[src/rtl/stuff_mem_responder_pkg.sv]
// ============================================================================
// stuff_mem_responder_pkg : shared types and constants for the stuff stream
// Revision : 1.0
// ============================================================================
`default_nettype none

package stuff_mem_responder_pkg;

    localparam int STUFF_ADDR_W   = 4;
    localparam int STUFF_DATA_W   = 16;

    localparam int RSP_FIFO_DEPTH = 3;
    localparam int RSP_PTR_W      = 2;
    localparam int RSP_CNT_W      = 2;
    localparam int ERR_COUNT_W    = 8;

    typedef struct packed {
        logic                    rnw;
        logic [STUFF_ADDR_W-1:0] addr;
        logic [STUFF_DATA_W-1:0] wdata;
    } stuffReqSt;

    typedef struct packed {
        logic [STUFF_ADDR_W-1:0] addr;
        logic [STUFF_DATA_W-1:0] rdata;
        logic                    err;
    } stuffRspSt;

    // Pointer increment that wraps at the non-power-of-two FIFO depth.
    function automatic logic [RSP_PTR_W-1:0] rsp_ptr_inc(input logic [RSP_PTR_W-1:0] p);
        return (p == RSP_PTR_W'(RSP_FIFO_DEPTH - 1)) ? '0 : p + RSP_PTR_W'(1);
    endfunction

endpackage

`default_nettype wire

[src/rtl/stuff_rsp_fifo.sv]
// ============================================================================
// stuff_rsp_fifo : 3-entry response FIFO with registered head output
// Revision : 1.0
// ============================================================================
`default_nettype none

module stuff_rsp_fifo
    import stuff_mem_responder_pkg::*;
#(
    parameter int WIDTH = 21
) (
    input  logic                 clk,
    input  logic                 rst_n,
    input  logic                 push_i,
    input  logic                 pop_i,
    input  logic [WIDTH-1:0]     data_i,
    output logic [WIDTH-1:0]     data_o,
    output logic [RSP_CNT_W-1:0] count_o
);

    logic [WIDTH-1:0]     mem_q [RSP_FIFO_DEPTH];
    logic [WIDTH-1:0]     mem_d [RSP_FIFO_DEPTH];
    logic [RSP_PTR_W-1:0] wr_ptr_q, wr_ptr_d;
    logic [RSP_PTR_W-1:0] rd_ptr_q, rd_ptr_d;
    logic [RSP_CNT_W-1:0] count_q, count_d;
    logic [WIDTH-1:0]     head_q, head_d;

    always_comb begin
        mem_d    = mem_q;
        wr_ptr_d = wr_ptr_q;
        rd_ptr_d = rd_ptr_q;
        if (push_i) begin
            mem_d[wr_ptr_q] = data_i;
            wr_ptr_d        = rsp_ptr_inc(wr_ptr_q);
        end
        if (pop_i) begin
            rd_ptr_d = rsp_ptr_inc(rd_ptr_q);
        end
        count_d = count_q + RSP_CNT_W'(push_i) - RSP_CNT_W'(pop_i);
        // Head is looked up in the post-update storage so a push into an
        // empty (or just-drained) FIFO is visible on the very next cycle.
        head_d  = mem_d[rd_ptr_d];
    end

    always_ff @(posedge clk or negedge rst_n) begin
        if (!rst_n) begin
            for (int i = 0; i < RSP_FIFO_DEPTH; i++) begin
                mem_q[i] <= '0;
            end
            wr_ptr_q <= '0;
            rd_ptr_q <= '0;
            count_q  <= '0;
            head_q   <= '0;
        end else begin
            mem_q    <= mem_d;
            wr_ptr_q <= wr_ptr_d;
            rd_ptr_q <= rd_ptr_d;
            count_q  <= count_d;
            head_q   <= head_d;
        end
    end

    assign data_o  = head_q;
    assign count_o = count_q;

endmodule

`default_nettype wire

[src/rtl/stuff_mem_responder.sv]
// ============================================================================
// stuff_mem_responder : executes stuff read/write requests on a memory port
// Revision : 1.0
// ============================================================================
`default_nettype none

module stuff_mem_responder
    import stuff_mem_responder_pkg::*;
#(
    parameter int DEPTH  = 16,
    parameter int ADDR_W = $clog2(DEPTH),
    parameter int DATA_W = 16
) (
    input  logic                   clk,
    input  logic                   rst_n,

    input  logic                   req_vld_i,
    output logic                   req_rdy_o,
    input  logic                   req_rnw_i,
    input  logic [ADDR_W-1:0]      req_addr_i,
    input  logic [DATA_W-1:0]      req_wdata_i,

    output logic                   rsp_vld_o,
    input  logic                   rsp_rdy_i,
    output logic [ADDR_W-1:0]      rsp_addr_o,
    output logic [DATA_W-1:0]      rsp_rdata_o,
    output logic                   rsp_err_o,

    output logic                   mem_enable_o,
    output logic                   mem_write_o,
    output logic [ADDR_W-1:0]      mem_addr_o,
    output logic [DATA_W-1:0]      mem_wdata_o,
    input  logic [DATA_W-1:0]      mem_rdata_i,
    input  logic                   mem_valid_i,

    output logic [ERR_COUNT_W-1:0] err_count_o
);

    localparam int              RSP_W     = ADDR_W + DATA_W + 1;
    localparam logic [ADDR_W:0] DEPTH_LIM = (ADDR_W + 1)'(DEPTH);

    logic                   rdy_q, rdy_d;
    logic [RSP_CNT_W-1:0]   reserved_q, reserved_d;
    logic [ERR_COUNT_W-1:0] err_count_q, err_count_d;
    logic                   pend_vld_q, pend_vld_d;
    logic [ADDR_W-1:0]      pend_addr_q, pend_addr_d;
    logic                   pend_err_q, pend_err_d;

    logic                   accept;
    logic                   in_range;
    logic                   read_acc;
    logic                   pop;
    logic                   push;
    logic [DATA_W-1:0]      push_rdata;
    logic [RSP_W-1:0]       push_data;
    logic [RSP_W-1:0]       head_data;
    logic [RSP_CNT_W-1:0]   fifo_count;

    assign accept   = req_vld_i & rdy_q;
    assign in_range = ({1'b0, req_addr_i} < DEPTH_LIM);
    assign read_acc = accept & req_rnw_i;
    assign pop      = rsp_vld_o & rsp_rdy_i;

    assign mem_enable_o = accept & in_range;
    assign mem_write_o  = accept & in_range & ~req_rnw_i;
    assign mem_addr_o   = req_addr_i;
    assign mem_wdata_o  = req_wdata_i;

    // Out-of-range reads never touched memory, so their data is forced to zero.
    assign push       = pend_vld_q;
    assign push_rdata = (!pend_err_q && mem_valid_i) ? mem_rdata_i : '0;
    assign push_data  = {pend_addr_q, push_rdata, pend_err_q};

    always_comb begin
        pend_vld_d  = read_acc;
        pend_addr_d = req_addr_i;
        pend_err_d  = ~in_range;

        reserved_d = reserved_q;
        case ({read_acc, pop})
            2'b10:   reserved_d = reserved_q + RSP_CNT_W'(1);
            2'b01:   reserved_d = reserved_q - RSP_CNT_W'(1);
            default: reserved_d = reserved_q;
        endcase

        // Ready follows the credit state after this cycle's accept/pop, so a
        // third outstanding read closes the port before a fourth can land.
        rdy_d = (reserved_d < RSP_CNT_W'(RSP_FIFO_DEPTH));

        err_count_d = err_count_q;
        if (accept && !in_range && (err_count_q != '1)) begin
            err_count_d = err_count_q + ERR_COUNT_W'(1);
        end
    end

    always_ff @(posedge clk or negedge rst_n) begin
        if (!rst_n) begin
            rdy_q       <= 1'b0;
            reserved_q  <= '0;
            err_count_q <= '0;
            pend_vld_q  <= 1'b0;
            pend_addr_q <= '0;
            pend_err_q  <= 1'b0;
        end else begin
            rdy_q       <= rdy_d;
            reserved_q  <= reserved_d;
            err_count_q <= err_count_d;
            pend_vld_q  <= pend_vld_d;
            pend_addr_q <= pend_addr_d;
            pend_err_q  <= pend_err_d;
        end
    end

    stuff_rsp_fifo #(
        .WIDTH (RSP_W)
    ) u_rsp_fifo (
        .clk     (clk),
        .rst_n   (rst_n),
        .push_i  (push),
        .pop_i   (pop),
        .data_i  (push_data),
        .data_o  (head_data),
        .count_o (fifo_count)
    );

    assign rsp_vld_o   = (fifo_count != '0);
    assign rsp_addr_o  = head_data[RSP_W-1 -: ADDR_W];
    assign rsp_rdata_o = head_data[DATA_W:1];
    assign rsp_err_o   = head_data[0];
    assign req_rdy_o   = rdy_q;
    assign err_count_o = err_count_q;

endmodule

`default_nettype wire
[config.mk]
export PLATFORM = sky130hd
export DESIGN_NAME = stuff_mem_responder
export DESIGN_NICKNAME = d
export VERILOG_FILES = /design/src/rtl/stuff_mem_responder_pkg.sv /design/src/rtl/stuff_rsp_fifo.sv /design/src/rtl/stuff_mem_responder.sv
export SDC_FILE = /design/constraint.sdc
export NUM_CORES = 1
export LEC_CHECK = 0
export CELL_PAD_IN_SITES_DETAIL_PLACEMENT = 1
export CELL_PAD_IN_SITES_GLOBAL_PLACEMENT = 1
export CORE_MARGIN = 5
export CORE_UTILIZATION = 36
export DETAILED_ROUTE_END_ITERATION = 7
export GPL_TIMING_DRIVEN = 0
export HOLD_SLACK_MARGIN = 0.15
export MAX_ROUTING_LAYER = met4
export PLACE_DENSITY_LB_ADDON = 0.08
export SYNTH_ARGS = -nofsm -noshare
export SYNTH_HDL_FRONTEND = slang
export SYNTH_SLANG_ARGS = --single-unit
[constraint.sdc]
create_clock -name clk -period 1.45 [get_ports clk]
set_input_delay 0.29 -clock clk [delete_from_list [all_inputs] [get_ports clk]]
set_output_delay 0.29 -clock clk [all_outputs]
set_load 0.005 [all_outputs]
==> out/summary.md <==
Clocking
• **clock insertion delay at the later pin of the skew report** 0.35 ns
• **clock transition at the registers of the reported paths** 0.07 ns
• **clock tree from TritonCTS** built
• **maximum number of buffers from clock root to sink** 2
• **number of buffers inserted during clock tree synthesis** 9
• **depth of the CTS H-tree** 3
• **TritonCTS sink count** 98
• **cell at the root of the clock tree** clkbuf_16

Final layout
• **post-route cell area** 6330 um^2
• **nets@finish** 517
• **fraction of final layout cells sized beyond drive strength 1** 40.9%
• **P&R area growth vs syn** 47.5%
• **final std cells w/o fill** 620
• **number of antenna diodes** 0

Placed design
• **half-perimeter wire length of the detailed placement result** 6750 um
• **final weighted congestion in routability-driven placement** 0.727
• **Area after DPL** 5270 um^2
• **count of input and output buffers** 70
• **number of instances in the placed design** 569

STA
• **maximum achievable frequency** 0.594 GHz
• **fin worst setup slack** -0.233 ns
• **Hold Fails Final Rpt** 0
• **count of final setup violators** 28
• **part of the cycle the worst path needs** 116%
• **setup repair after global routing missed its margin** yes
• **final worst path period need** 1.68 ns
• **transition time of the tightest slew-check pin** 0.651 ns
• **final max-slew violation count** 0
• **clock tree skew after final layout** 0.00926 ns
• **remaining max-slew budget at the tightest pin** 56.6%

Yosys
• **area fraction in compound gates after synthesis** 7.20%
• **adder-cell share of the synthesized area** 0.874%
• **number of different library cells in the post-synthesis netlist** 31
• **warnings from Yosys** 0
• **dominant combinational cell family by area after synthesis** multiplexers
• **Gate Count Post-Synth** 348
• **number of flip-flops and latches in the synthesized netlist** 98
• **simple-gate share of the synthesized area** 9.67%
• **xor/xnor cell area share of the yosys netlist** 1.02%
• **cell area after synthesis** 4290 um^2
• **post-synthesis area per instance** 12.3 um^2
• **post-synthesis sequential area ratio** 57.1%
• **mux share of post-synthesis cell area** 14.9%

Power and ir drop
• **total chip power** 13.2 mW
• **LEAKAGE** 3.06 nW
• **P per Cell Area** 2080 nW/um^2
• **VDD IR max** 0.790 mV

Die
• **core footprint** 11600 um^2
• **vertical die dimension** 119 um
• **total number of placement rows** 39
• **die width** 119 um
• **I/O pin count** 95
• **starting density of the core** 37.1%
• **full die area** 14200 um^2

Worst setup path
• **kind of start point of the critical path** flip-flop
• **Data required, critical path** 1.68 ns
• **endpoint arrival time on the critical path** 1.92 ns
• **CP max FO** 5
• **nature of the critical path endpoint** flip-flop
• **path type of the worst setup path** flip-flop to flip-flop

GRT
• **grt peak-use layer** met2
• **met1 demand-to-capacity share in global routing** 18.7%
• **sum of overflow across all layers after global routing** 0
• **antenna violations before repair** 0
• **largest net degree at the start of global routing** 52
• **combined global-route utilization of all metal layers** 15.7%
• **global-route wire length before repair** 17100 um
• **M3 GR Usage** 5.17%
• **vias in the first global route** 3252
• **met2 demand-to-capacity share in global routing** 25.7%

Detailed routing
• **post-detailed-route wirelength per cell** 18.0 um
• **Initial DRC Count** 81
• **total DRC errors in the routed layout** 0
• **antenna violation net count after detailed routing** 0
• **drt first pass iters** 4
• **final routed wirelength across all metal layers** 11100 um
• **Vias** 2961
• **post-detailed-route via-to-cell ratio** 4.78

Min path
• **class of the tightest hold or removal check** primary input to flip-flop

Flow run
• **max-cap viol count** 0

Status
• **result of the run** finished with violations
• **violated checks** setup timing

## metrics by stage
step | TNS [ns] | worst slack [ns] | util, % | hold slack [ns]
after floorplan | -0.937 | -0.0582 | - | -0.00559
after global placement | -393.14 | -3.66 | 45.3 | 0.448
after detailed placement | -35.89 | -0.931 | 45.5 | 0.358
after CTS | -3.66 | -0.197 | 50.9 | 0.395
after global routing | -6.85 | -0.333 | 54.8 | 0.402
final | -4.03 | -0.233 | 54.8 | 0.408
## power by group
| group | total, mW | internal, mW | switching [mW] |
|---|---|---|---|
| Combinational | 6.62 | 3.75 | 2.88 |
| Clock | 2.30 | 1.33 | 0.970 |
| Sequential | 4.25 | 3.87 | 0.386 |
| Total | 13.2 | 8.95 | 4.23 |
## layer usage
layer / share of wire [%] / vias up
met3: 4.6 / 13
met4: 1.0 / 0
li1: - / 1375
met2: 50 / 72
met5: 0 / -
met1: 44 / 1501
## critical path, cell delays in order, from the launching register on
cell     delay [ns]
dfrtp_2        0.45
nor3b_4        0.23
buf_4          0.17
buf_6          0.13
mux2_1         0.35
nor2_1         0.14
o32ai_2        0.10
## cell type report
| type | count | area, um^2 |
|---|---|---|
| repair buffers | 106 | 1090 |
| inverters | 21 | 78.8 |
| fillers | 1181 | 5230 |
| multi-input cells | 192 | 1820 |
| well taps | 143 | 179 |
| plain buffers | 44 | 439 |
| flip-flops and latches | 98 | 2450 |
| clock inverters | 3 | 40.0 |
| clock buffers | 13 | 240 |
## layout by cell type, fill, tap and decap left out, types with 4 or more instances in the layout
master           instances
nor2_1                  15
o32ai_1                  5
clkdlybuf4s50_1         39
clkbuf_16               12
buf_12                   6
nor2_2                  16
dlygate4sd2_1           27
nand2_1                 18
o21ai_1                  5
buf_8                    5
mux2_4                  30
buf_6                   13
nand3_1                  5
conb_1                   8
buf_4                   50
dfrtp_1                 96
mux2_2                  12
a21boi_2                12
and2_1                  17
inv_1                   20
clkbuf_1                 4
mux2i_1                  5
o32ai_2                 10
## repair_timing
action	4_1_cts	5_1_grt
pin swaps	7	6
hold buffers	1	0
setup buffers	13	15
resized for setup	108	64
endpoints found under the hold margin	47	0
setup endpoints to repair	101	54
cloned	1	5
## flip-flops by register name (all words and copies together), names as in the netlist
register / cells
u_rsp_fifo.wr_ptr_q: 2
req_rdy_o: 1
u_rsp_fifo.data_o: 21
reserved_q: 2
u_rsp_fifo.mem_q: 63
pend_addr_q: 4
u_rsp_fifo.rd_ptr_q: 2
u_rsp_fifo.count_o: 2
pend_vld_q: 1
## kinds of logic after synthesis
logic type      count (synthesis)
simple gates                   85
xor+xnor                        5
compound gates                 40
other cells                     1
fa+ha+maj                       3
buf+inv                        65
mux                            51
flops                          98
## cells in the mapped netlist, drive strengths merged
| master | count | area [um^2] |
|---|---|---|
| dfrtp | 98 | 2450 |
| conb | 1 | 3.75 |
| xor2 | 1 | 8.76 |
| ha | 3 | 37.5 |
| clkbuf | 5 | 18.8 |
| a21o | 2 | 15.0 |
| and2 | 18 | 113 |
| inv | 21 | 78.8 |
| nand3 | 5 | 25.0 |
| nor2 | 34 | 128 |
| nor2b | 4 | 25.0 |
| o32ai | 16 | 140 |
| a21boi | 16 | 120 |
| mux2 | 45 | 578 |
| nand2 | 19 | 71.3 |
| xnor2 | 4 | 35.0 |
| and3b | 1 | 8.76 |
| o21a | 1 | 8.76 |
| o21ai | 5 | 25.0 |
| nor3b | 2 | 31.3 |
| mux2i | 6 | 63.8 |
| nand3b | 1 | 7.51 |
| or2 | 1 | 6.26 |
| buf | 39 | 293 |
## final timing paths
check | startpoint | end | slack [ns] | cells past startpoint
worst min register to register | reserved_q[1]$_DFF_PN0_ | reserved_q[1]$_DFF_PN0_ | 0.46 | 1
min in group asynchronous | rst_n | u_rsp_fifo.data_o[5]$_DFF_PN0_ | 0.52 | 2
worst min-delay path | req_addr_i[0] | pend_addr_q[0]$_DFF_PN0_ | 0.41 | 1
worst max-delay path | u_rsp_fifo.wr_ptr_q[0]$_DFFE_PN0P_ | u_rsp_fifo.data_o[12]$_DFF_PN0_ | -0.23 | 6
worst max register to register | u_rsp_fifo.wr_ptr_q[0]$_DFFE_PN0P_ | u_rsp_fifo.data_o[12]$_DFF_PN0_ | -0.23 | 6
max in group asynchronous | rst_n | u_rsp_fifo.mem_q[34]$_DFF_PN0_ | 0.26 | 3
Power figures use the tool's default switching activity.
